==> config.mk <==
export PLATFORM = sky130hd
export DESIGN_NAME = dffr_ushreg
export DESIGN_NICKNAME = d
export VERILOG_FILES = /design/src/rtl/dffr_pkg.sv /design/src/rtl/dffr_bank.sv /design/src/rtl/dffr_ushreg.sv
export SDC_FILE = /design/constraint.sdc
export NUM_CORES = 1
export LEC_CHECK = 0
export CELL_PAD_IN_SITES_DETAIL_PLACEMENT = 0
export CELL_PAD_IN_SITES_GLOBAL_PLACEMENT = 1
export CORE_AREA = 4 4 59 61
export CTS_BUF_LIST = sky130_fd_sc_hd__clkbuf_2
export DETAILED_ROUTE_END_ITERATION = 8
export DIE_AREA = 0 0 63 65
export PLACE_DENSITY_LB_ADDON = 0.25
export SLEW_MARGIN = 30
export SYNTH_ARGS = -nofsm -noshare
export SYNTH_HDL_FRONTEND = slang
export SYNTH_SLANG_ARGS = --single-unit
==> constraint.sdc <==
create_clock -name clk -period 3.46 [get_ports clk]
set_input_delay 0.865 -clock clk [delete_from_list [all_inputs] [get_ports clk]]
set_output_delay 0.865 -clock clk [all_outputs]
set_load 0.01 [all_outputs]
==> src/rtl/dffr_pkg.sv <==
// dffr_pkg: shared mode encodings for the dffr register family
package dffr_pkg;
  localparam int USHREG_MODE_W = 3;
  typedef enum logic [USHREG_MODE_W-1:0] {
    HOLD = 3'b000,
    SHL  = 3'b001,
    SHR  = 3'b010,
    LOAD = 3'b011,
    ROL  = 3'b100,
    ROR  = 3'b101,
    CLR  = 3'b110,
    INV  = 3'b111
  } ushreg_mode_t;
endpackage

==> src/rtl/dffr_bank.sv <==
// dffr_bank: WIDTH-bit register with asynchronous active-high reset to a per-instance value
module dffr_bank #(
  parameter int WIDTH = 8,
  parameter logic [WIDTH-1:0] RST_VAL = '0
) (
  input  logic             clk,
  input  logic             rst,
  input  logic [WIDTH-1:0] d,
  output logic [WIDTH-1:0] q
);
  // capture d each edge; reset overrides asynchronously
  always_ff @(posedge clk or posedge rst)
    if (rst) q <= RST_VAL;
    else q <= d;
endmodule

==> src/rtl/dffr_ushreg.sv <==
// dffr_ushreg: universal shift register with registered q/q_ outputs; DFFR_USHREG_PARITY_EN adds registered parity output par
module dffr_ushreg import dffr_pkg::*; #(
  parameter int WIDTH = 8,
  parameter logic [WIDTH-1:0] RST_VAL = {WIDTH{1'b0}}
) (
  input  logic                     clk,
  input  logic                     rst,
  input  logic                     en,
  input  logic [USHREG_MODE_W-1:0] mode,
  input  logic [WIDTH-1:0]         d,
  input  logic                     sin_l,
  input  logic                     sin_r,
  output logic [WIDTH-1:0]         q,
  output logic [WIDTH-1:0]         q_,
  output logic                     sout_l,
  output logic                     sout_r
`ifdef DFFR_USHREG_PARITY_EN
  ,
  output logic                     par
`endif
);
  logic [WIDTH-1:0] q_next;
  // next-state selection; undefined mode encodings fall through to hold
  always_comb begin
    q_next = q;
    if (en)
      case (ushreg_mode_t'(mode))
        SHL:     q_next = {q[WIDTH-2:0], sin_l};
        SHR:     q_next = {sin_r, q[WIDTH-1:1]};
        LOAD:    q_next = d;
        ROL:     q_next = {q[WIDTH-2:0], q[WIDTH-1]};
        ROR:     q_next = {q[0], q[WIDTH-1:1]};
        CLR:     q_next = RST_VAL;
        INV:     q_next = ~q;
        default: q_next = q;
      endcase
  end
  dffr_bank #(.WIDTH(WIDTH), .RST_VAL(RST_VAL)) u_q (
    .clk(clk), .rst(rst), .d(q_next), .q(q)
  );
  dffr_bank #(.WIDTH(WIDTH), .RST_VAL(~RST_VAL)) u_qn (
    .clk(clk), .rst(rst), .d(~q_next), .q(q_)
  );
`ifdef DFFR_USHREG_PARITY_EN
  dffr_bank #(.WIDTH(1), .RST_VAL(^RST_VAL)) u_par (
    .clk(clk), .rst(rst), .d(^q_next), .q(par)
  );
`endif
  assign sout_l = q[WIDTH-1];
  assign sout_r = q[0];
endmodule

* Word level (Yosys, flattened, before mapping)
Index checks and enable logic that the tools add are counted. W data, S select, Z words.
Cells by class: muxes and demuxes 2, bitwise operators 2, $mul 0, add/subtract/negate cells 0, reductions and logical operators 0, div/mod/pow operators 0, equal/unequal tests 7, magnitude comparators 0, shift-type cells 0
Operators by type and width (count):
- $pmux W8 S7 | 1
- $not A8 Y8 | 2
- $eq A3 B3 Y1 const B | 4
- $mux W8 | 1
- $eq A3 B2 Y1 const B | 2
- $eq A3 B1 Y1 const B | 1
Storage, ports and cells: input bits 16, RAM bits 0, logic and storage cells 13, memories 0, latch bits 0, bits in read-only memories 0, output and inout port bits 18, bits in registers 16

* Longest topological paths before layout
Gate-level depths: netlist of the first run.
word-level depth 4, gate-level depth with buffers 6, gate-level depth less buffers 4

* Modules after synthesis
A second synthesis of the first run with hierarchy kept.
Second synthesis, totals: cells, all modules 114, area, all modules 1091.0 um2
Modules (own cells, without submodules):
- dffr_ushreg | area an instance 673.1 um2, cells each 96, seq. area each 0.0 um2, times used 1
- dffr_bank at u_qn | area an instance 214.0 um2, cells each 9, seq. area each 210.2 um2, times used 1
- dffr_bank at u_q | area an instance 203.9 um2, cells each 9, seq. area each 200.2 um2, times used 1

* Worst setup path before layout of the first run
OpenSTA, ideal clock, no wires.
path type input to register, start point input mode[1], end point register (tool-made name), arrival time 1699 ps, buffers on the path 2, library setup time 126 ps, slack 1635 ps, stages 6, data required time 3334 ps, cell sequence buf_6 > buf_6 > and2_4 > a21oi_2 > nor2_1 > o32a_1
RTL lines:
- start, declared | line dffr_ushreg.sv:9 | input logic [USHREG_MODE_W-1:0] mode,

==> results of run 1 <==
[per-stage QoR]
step,instances,power [mW]
after floorplan,116,0.3901
after global placement,175,0.4917
after detailed placement,175,0.4936
after CTS,178,0.5754
after global routing,178,0.6083
final,178,0.5699
[power groups by stage]
stage               registers, mW  logic, mW  clock network (mW)
finish                      0.261      0.230              0.0792
global route                0.266      0.249              0.0932
CTS                         0.261      0.232              0.0829
detailed placement          0.264      0.230                   0
global placement            0.263      0.228                   0
floorplan                   0.274      0.117                   0
[cell families (layout without fill, tap and decap cells)]
| logic type | Yosys count | in the layout | share of synthesized area |
|---|---|---|---|
| flip-flops | 16 | 16 | 0.3673 |
| AND/OR/NAND/NOR | 36 | 36 | 0.1792 |
| AO/OA/AOI/OAI | 45 | 45 | 0.3236 |
| multiplexers | 1 | 1 | 0.01343 |
| XOR/XNOR | 1 | 1 | 0.007840 |
| adder cells (fa/ha/maj) | 1 | 1 | 0.01008 |
| buffers and inverters | 16 | 45 | 0.09854 |
[synth_stat cells, types with 2 or more instances]
| cell | count | area share |
|---|---|---|
| dfstp_2 | 8 | 0.19 |
| inv_1 | 5 | 0.017 |
| o32ai_1 | 3 | 0.024 |
| a22oi_1 | 2 | 0.013 |
| a21oi_1 | 9 | 0.040 |
| nand3_1 | 2 | 0.0090 |
| o221a_1 | 2 | 0.020 |
| nor3b_2 | 2 | 0.022 |
| o32a_1 | 3 | 0.027 |
| nor2b_1 | 4 | 0.022 |
| buf_4 | 2 | 0.013 |
| dfrtp_1 | 8 | 0.18 |
| o22ai_1 | 2 | 0.011 |
| buf_6 | 5 | 0.050 |
| o21ai_0 | 2 | 0.0090 |
| o21ai_1 | 2 | 0.0090 |
| o221ai_1 | 2 | 0.016 |
| buf_2 | 4 | 0.018 |
| nand2b_1 | 2 | 0.011 |
| and3b_1 | 2 | 0.016 |
| o2bb2ai_1 | 2 | 0.016 |
| nor2_1 | 8 | 0.027 |
| nand2_1 | 10 | 0.034 |
| o22a_1 | 2 | 0.016 |
[worst reg2reg max path: cells and delay by family, from the launching register on]
kind | cells | cell delay [ps]
and+or+nand+nor | 1 | 180
DFF | 1 | 480
AOI/OAI and AO/OA | 3 | 660
[cell usage in the layout (no fill, tap or decap), drive strengths merged, types with 3 or more instances in the layout]
| cell type | count |
|---|---|
| o32a | 3 |
| clkdlybuf4s50 | 33 |
| o21ai | 4 |
| buf | 4 |
| dfstp | 8 |
| inv | 5 |
| a22oi | 3 |
| nand2 | 10 |
| a21oi | 10 |
| nor2 | 9 |
| o32ai | 3 |
| nor2b | 4 |
| clkbuf | 3 |
| dfrtp | 8 |
[routing by layer]
| metal | vias up | routed length, um | part of all wire | track usage |
|---|---|---|---|---|
| met5 | - | 0 | 0 | 0 |
| met1 | 459 | 1340 | 0.48 | 0.1849 |
| li1 | 496 | - | - | - |
| met3 | 2 | 162 | 0.058 | 0.05373 |
| met4 | 0 | 11 | 0.0040 | 0.02479 |
| met2 | 26 | 1261 | 0.45 | 0.2240 |
[area by class of cell]
cell class,count,area [sq um],share of cell area
multi-input cells,84,596.8,0.4137
flip-flops and latches,16,410.4,0.2845
repair buffers,37,360.3,0.2498
well taps,33,41.29,0.02862
inverters,5,18.77,0.01301
clock buffers,3,15.01,0.01041
[how the worst max path moves through the flow]
stage,depth (start not counted),start,end
finish,4,mode[1],flip-flop
global route,4,mode[1],flip-flop
CTS,4,mode[1],flip-flop
detailed placement,4,mode[1],flip-flop
global placement,4,mode[1],flip-flop
floorplan,6,mode[1],flip-flop
==> impl_metrics.json, run 1 <==
{
  "rows": 20,
  "cp.arrival_ps": 2580,
  "relSlewSlack": 0.5091,
  "final_max_slew_viol_count": 0,
  "place_ws_ps": 755.1,
  "firstDrtPassIters": 4,
  "drtIter0Drc": 26,
  "p_clk_frac": 0.139,
  "p_int_uw": 382.7,
  "p_leak_nw": 0.5631,
  "hp-class": "flip-flop to flip-flop",
  "die_h_um": 65,
  "grt_use_total": 0.1413,
  "avgSynthCellArea_sq_um": 9.632,
  "wl_per_cell_um": 15.60,
  "cp-start-kind": "primary input",
  "worst_skew_pair.late_latency_ps": 280,
  "ctsResizeCount": 0,
  "crit_family": "buffers and inverters",
  "p_per_area_mw_per_mm2": 395.0,
  "grt_pass1_wl_um": 4602,
  "drcViolationCount": 0,
  "cts-root-buf": "clkbuf_2",
  "vias_per_cell": 5.522,
  "fillerInstances": 268,
  "cts_tree": "built",
  "syn_nets": 132,
  "critPathSlowestCell": "clkdlybuf4s50_1",
  "die_x_um": 63,
  "gp_routability_congestion": 0.8009,
  "syn_area_sq_mm": 0.001117,
  "crit_required_ps": 3640,
  "r2r_cells": 4,
  "async_flop_share": 1.000,
  "p_comb_frac": 0.404,
  "synth_cell_type_count": 47,
  "dieArea_sq_mm": 0.004095,
  "path_class": "primary input to flip-flop",
  "cts_buffer_depth": 2,
  "cts_hold_buf": 0,
  "holdWs_ps": 564.8,
  "drv_cap": 0,
  "yosys_warnings": 0,
  "synth_ff_type": "dfstp_2",
  "status": "finished clean",
  "overflow": 0,
  "io_buffers": 33,
  "cts_setup_buffers": 0,
  "hpwl_um": 2030,
  "cts.clk_slew.worst_paths_ps": 140,
  "critPathMaxStageDelay_ps": 830,
  "rsz0062_at_grt": "no",
  "worstMarginPinSlew_ps": 734.1,
  "grt_max_degree": 23,
  "design_area_sq_mm": 0.001443,
  "initial_utilization": 0.3752,
  "synth-seq-area-share": 0.3673,
  "power.switching_uw": 187.1,
  "setup_slack_ps": 1055,
  "nets": 163,
  "cp_num_buf_inv": 1,
  "ir_drop_uv": 187.7,
  "cts_buffers": 3,
  "power_switching_share": 0.3284,
  "skew_ps": 1.380,
  "antenna_cells": 0,
  "ant_nets": 0,
  "htreeDepth": 1,
  "setup_viol": 0,
  "max_clock_freq_ghz": 0.4158,
  "grt_pass1_vias": 962,
  "min_to": "u_qn.q[1]",
  "tns_ps": 0,
  "path_max_fanout": 16,
  "coreArea_sq_mm": 0.002978,
  "path_cells": "clkdlybuf4s50_1 > nor2b_1 > a221oi_2 > o32a_1",
  "wl_um": 2776,
  "io_pins": 34,
  "clock-sinks": 16,
  "vias": 983,
  "synth-seq-cells": 16,
  "synthToLayoutAreaGrowth_pct": 29.11,
  "timing.final.crit_period_ps": 2405,
  "fin_crit_sh": 0.6950,
  "synth_edf_count": 0,
  "antenna_found_initial": 0,
  "holdPathStages": 1,
  "dpl-instance-area_sq_mm": 0.001428,
  "drive_gt1_frac": 0.1793,
  "finalHoldViolations": 0,
  "sequentialPowerShare": 0.457,
  "end_kind": "flip-flop",
  "fin_util": 0.4845,
  "syn_inst": 116,
  "r2r_slack_ps": 2040
}
Power figures use the tool's default switching activity.
==> inputs of run 2 (changes only) <==
--- a/config.mk
+++ b/config.mk
@@ -7,10 +7,10 @@
 export LEC_CHECK = 0
 export CELL_PAD_IN_SITES_DETAIL_PLACEMENT = 0
 export CELL_PAD_IN_SITES_GLOBAL_PLACEMENT = 1
-export CORE_AREA = 4 4 59 61
+export CORE_AREA = 4 4 61 63
 export CTS_BUF_LIST = sky130_fd_sc_hd__clkbuf_2
 export DETAILED_ROUTE_END_ITERATION = 8
-export DIE_AREA = 0 0 63 65
+export DIE_AREA = 0 0 65 67
 export PLACE_DENSITY_LB_ADDON = 0.25
 export SLEW_MARGIN = 30
 export SYNTH_ARGS = -nofsm -noshare
==> constraint.sdc (replaced) <==
create_clock -name clk -period 2.3 [get_ports clk]
set_input_delay 0.575 -clock clk [delete_from_list [all_inputs] [get_ports clk]]
set_output_delay 0.575 -clock clk [all_outputs]
set_load 0.01 [all_outputs]
==> impl_metrics.json, run 2 (synthesis results as in run 1) <==
{
  "finalHoldViolations": 0,
  "end_kind": "output port",
  "hpwl_um": 1977,
  "antenna_cells": 0,
  "path_cells": "clkdlybuf4s50_1",
  "rsz0062_at_grt": "no",
  "cts-root-buf": "clkbuf_2",
  "cts_hold_buf": 0,
  "gp_routability_congestion": 0.7823,
  "cts_tree": "built",
  "io_pins": 34,
  "wl_per_cell_um": 14.71,
  "die_x_um": 65,
  "firstDrtPassIters": 4,
  "power_uw": 869.7,
  "vias_per_cell": 5.342,
  "p_per_area_mw_per_mm2": 584.1,
  "worstMarginPinSlew_ps": 612.9,
  "antenna_found_initial": 0,
  "holdPathStages": 1,
  "skew_ps": 4.490,
  "max_clock_freq_ghz": 0.5029,
  "overflow": 0,
  "drcViolationCount": 0,
  "crit_required_ps": 1730,
  "ant_nets": 0,
  "status": "finished clean",
  "drtIter0Drc": 29,
  "clock-sinks": 16,
  "p_leak_nw": 0.5720,
  "initial_utilization": 0.3457,
  "synthToLayoutAreaGrowth_pct": 33.26,
  "critPathSlowestCell": "clkdlybuf4s50_1",
  "rows": 21,
  "dieArea_sq_mm": 0.004355,
  "final_cell_mix": "clkdlybuf4s50_1, nand2_1, a21oi_1",
  "worst_skew_pair.late_latency_ps": 290,
  "r2r_cells": 4,
  "cts_buffer_depth": 2,
  "tns_ps": 0,
  "crit_family": "buffers and inverters",
  "coreArea_sq_mm": 0.003232,
  "cts_buffers": 3,
  "nets": 162,
  "fin_crit_sh": 0.8646,
  "ir_drop_uv": 282.1,
  "die_h_um": 67,
  "critPathMaxStageDelay_ps": 600,
  "drive_gt1_frac": 0.1736,
  "grt_max_degree": 27,
  "grt_use_total": 0.1438,
  "relSlewSlack": 0.5910,
  "final_common_cell": "clkdlybuf4s50_1",
  "drv_cap": 0,
  "timing.final.crit_period_ps": 1988,
  "hp-class": "flip-flop to flip-flop",
  "cp.arrival_ps": 1410,
  "htreeDepth": 1,
  "grt_pass1_wl_um": 4795,
  "cts_setup_buffers": 0,
  "cp_num_buf_inv": 1,
  "io_buffers": 33,
  "path_max_fanout": 8,
  "ctsResizeCount": 0,
  "vias": 1015,
  "path_class": "flip-flop to output port",
  "cp.depth": 1,
  "wl_um": 2794,
  "setup_viol": 0,
  "cts.clk_slew.worst_paths_ps": 160,
  "cp-start-kind": "flip-flop",
  "final_max_slew_viol_count": 0,
  "grt_pass1_vias": 1004
}
## run 2: changes by cell type in the layout (fill, tap and decap cells not counted), sizes merged
cell / before / now
buf: 4 / 3
## run 2: layout make-up
| cell class | count | area (sq um) |
|---|---|---|
| tap | 46 | 57.56 |
| inverter | 5 | 18.77 |
| clock buffer | 3 | 15.01 |
| sequential | 16 | 410.4 |
| fill | 317 | 1743 |
| timing repair buffer | 36 | 390.4 |
| multi-input combinational | 84 | 596.8 |
## run 2: path summary, 6_finish.rpt
kind,start,end,slack (ps)
hold / removal,flip-flop,u_qn.q[1],550
hold reg to reg,flip-flop,u_qn.q[1],550
max in group asynchronous,rst,async pin,1270
setup / recovery,flip-flop,q[3],310
setup reg to reg,flip-flop,flip-flop,940
min in group asynchronous,rst,async pin,630
## run 2: per-layer routing
| metal | share of wire | up-vias | GRT usage | wire length, um |
|---|---|---|---|---|
| li1 | - | 500 | - | - |
| met1 | 0.47 | 484 | 0.1777 | 1326 |
| met2 | 0.47 | 27 | 0.2439 | 1323 |
| met3 | 0.038 | 4 | 0.02530 | 105 |
| met4 | 0.014 | 0 | 0.06332 | 38 |
| met5 | 0 | - | 0 | 0 |
## run 2: per-stage QoR
step / instances / utilization / hold slack [ps] / cell area, sq um / worst slack (ps)
final: 190 / 0.4607 / 551.3 / 1489 / 311.5
after global placement: 187 / 0.4561 / 525.3 / 1474 / 153.6
after global routing: 190 / 0.4607 / 580.5 / 1489 / 216.1
after CTS: 190 / 0.4607 / 558.4 / 1489 / 292.8
after floorplan: 116 / - / 483.0 / 1117 / 765.3
after detailed placement: 187 / 0.4561 / 534.4 / 1474 / 135.8
## run 2: where the power goes
group	internal, mW	total [mW]	switching [mW]
Combinational	0.202	0.352	0.150
Sequential	0.344	0.391	0.0469
Clock	0.0356	0.127	0.0912
Total	0.582	0.870	0.288
==> inputs of run 3 (changes only) <==
--- a/config.mk
+++ b/config.mk
@@ -5,6 +5,7 @@
 export SDC_FILE = /design/constraint.sdc
 export NUM_CORES = 1
 export LEC_CHECK = 0
+export ABC_CLOCK_PERIOD_IN_PS = 2300
 export CELL_PAD_IN_SITES_DETAIL_PLACEMENT = 0
 export CELL_PAD_IN_SITES_GLOBAL_PLACEMENT = 1
 export CORE_AREA = 4 4 61 63
==> results of run 3 <==
The final DEF is identical to that of run 2; final timing and power are the same.
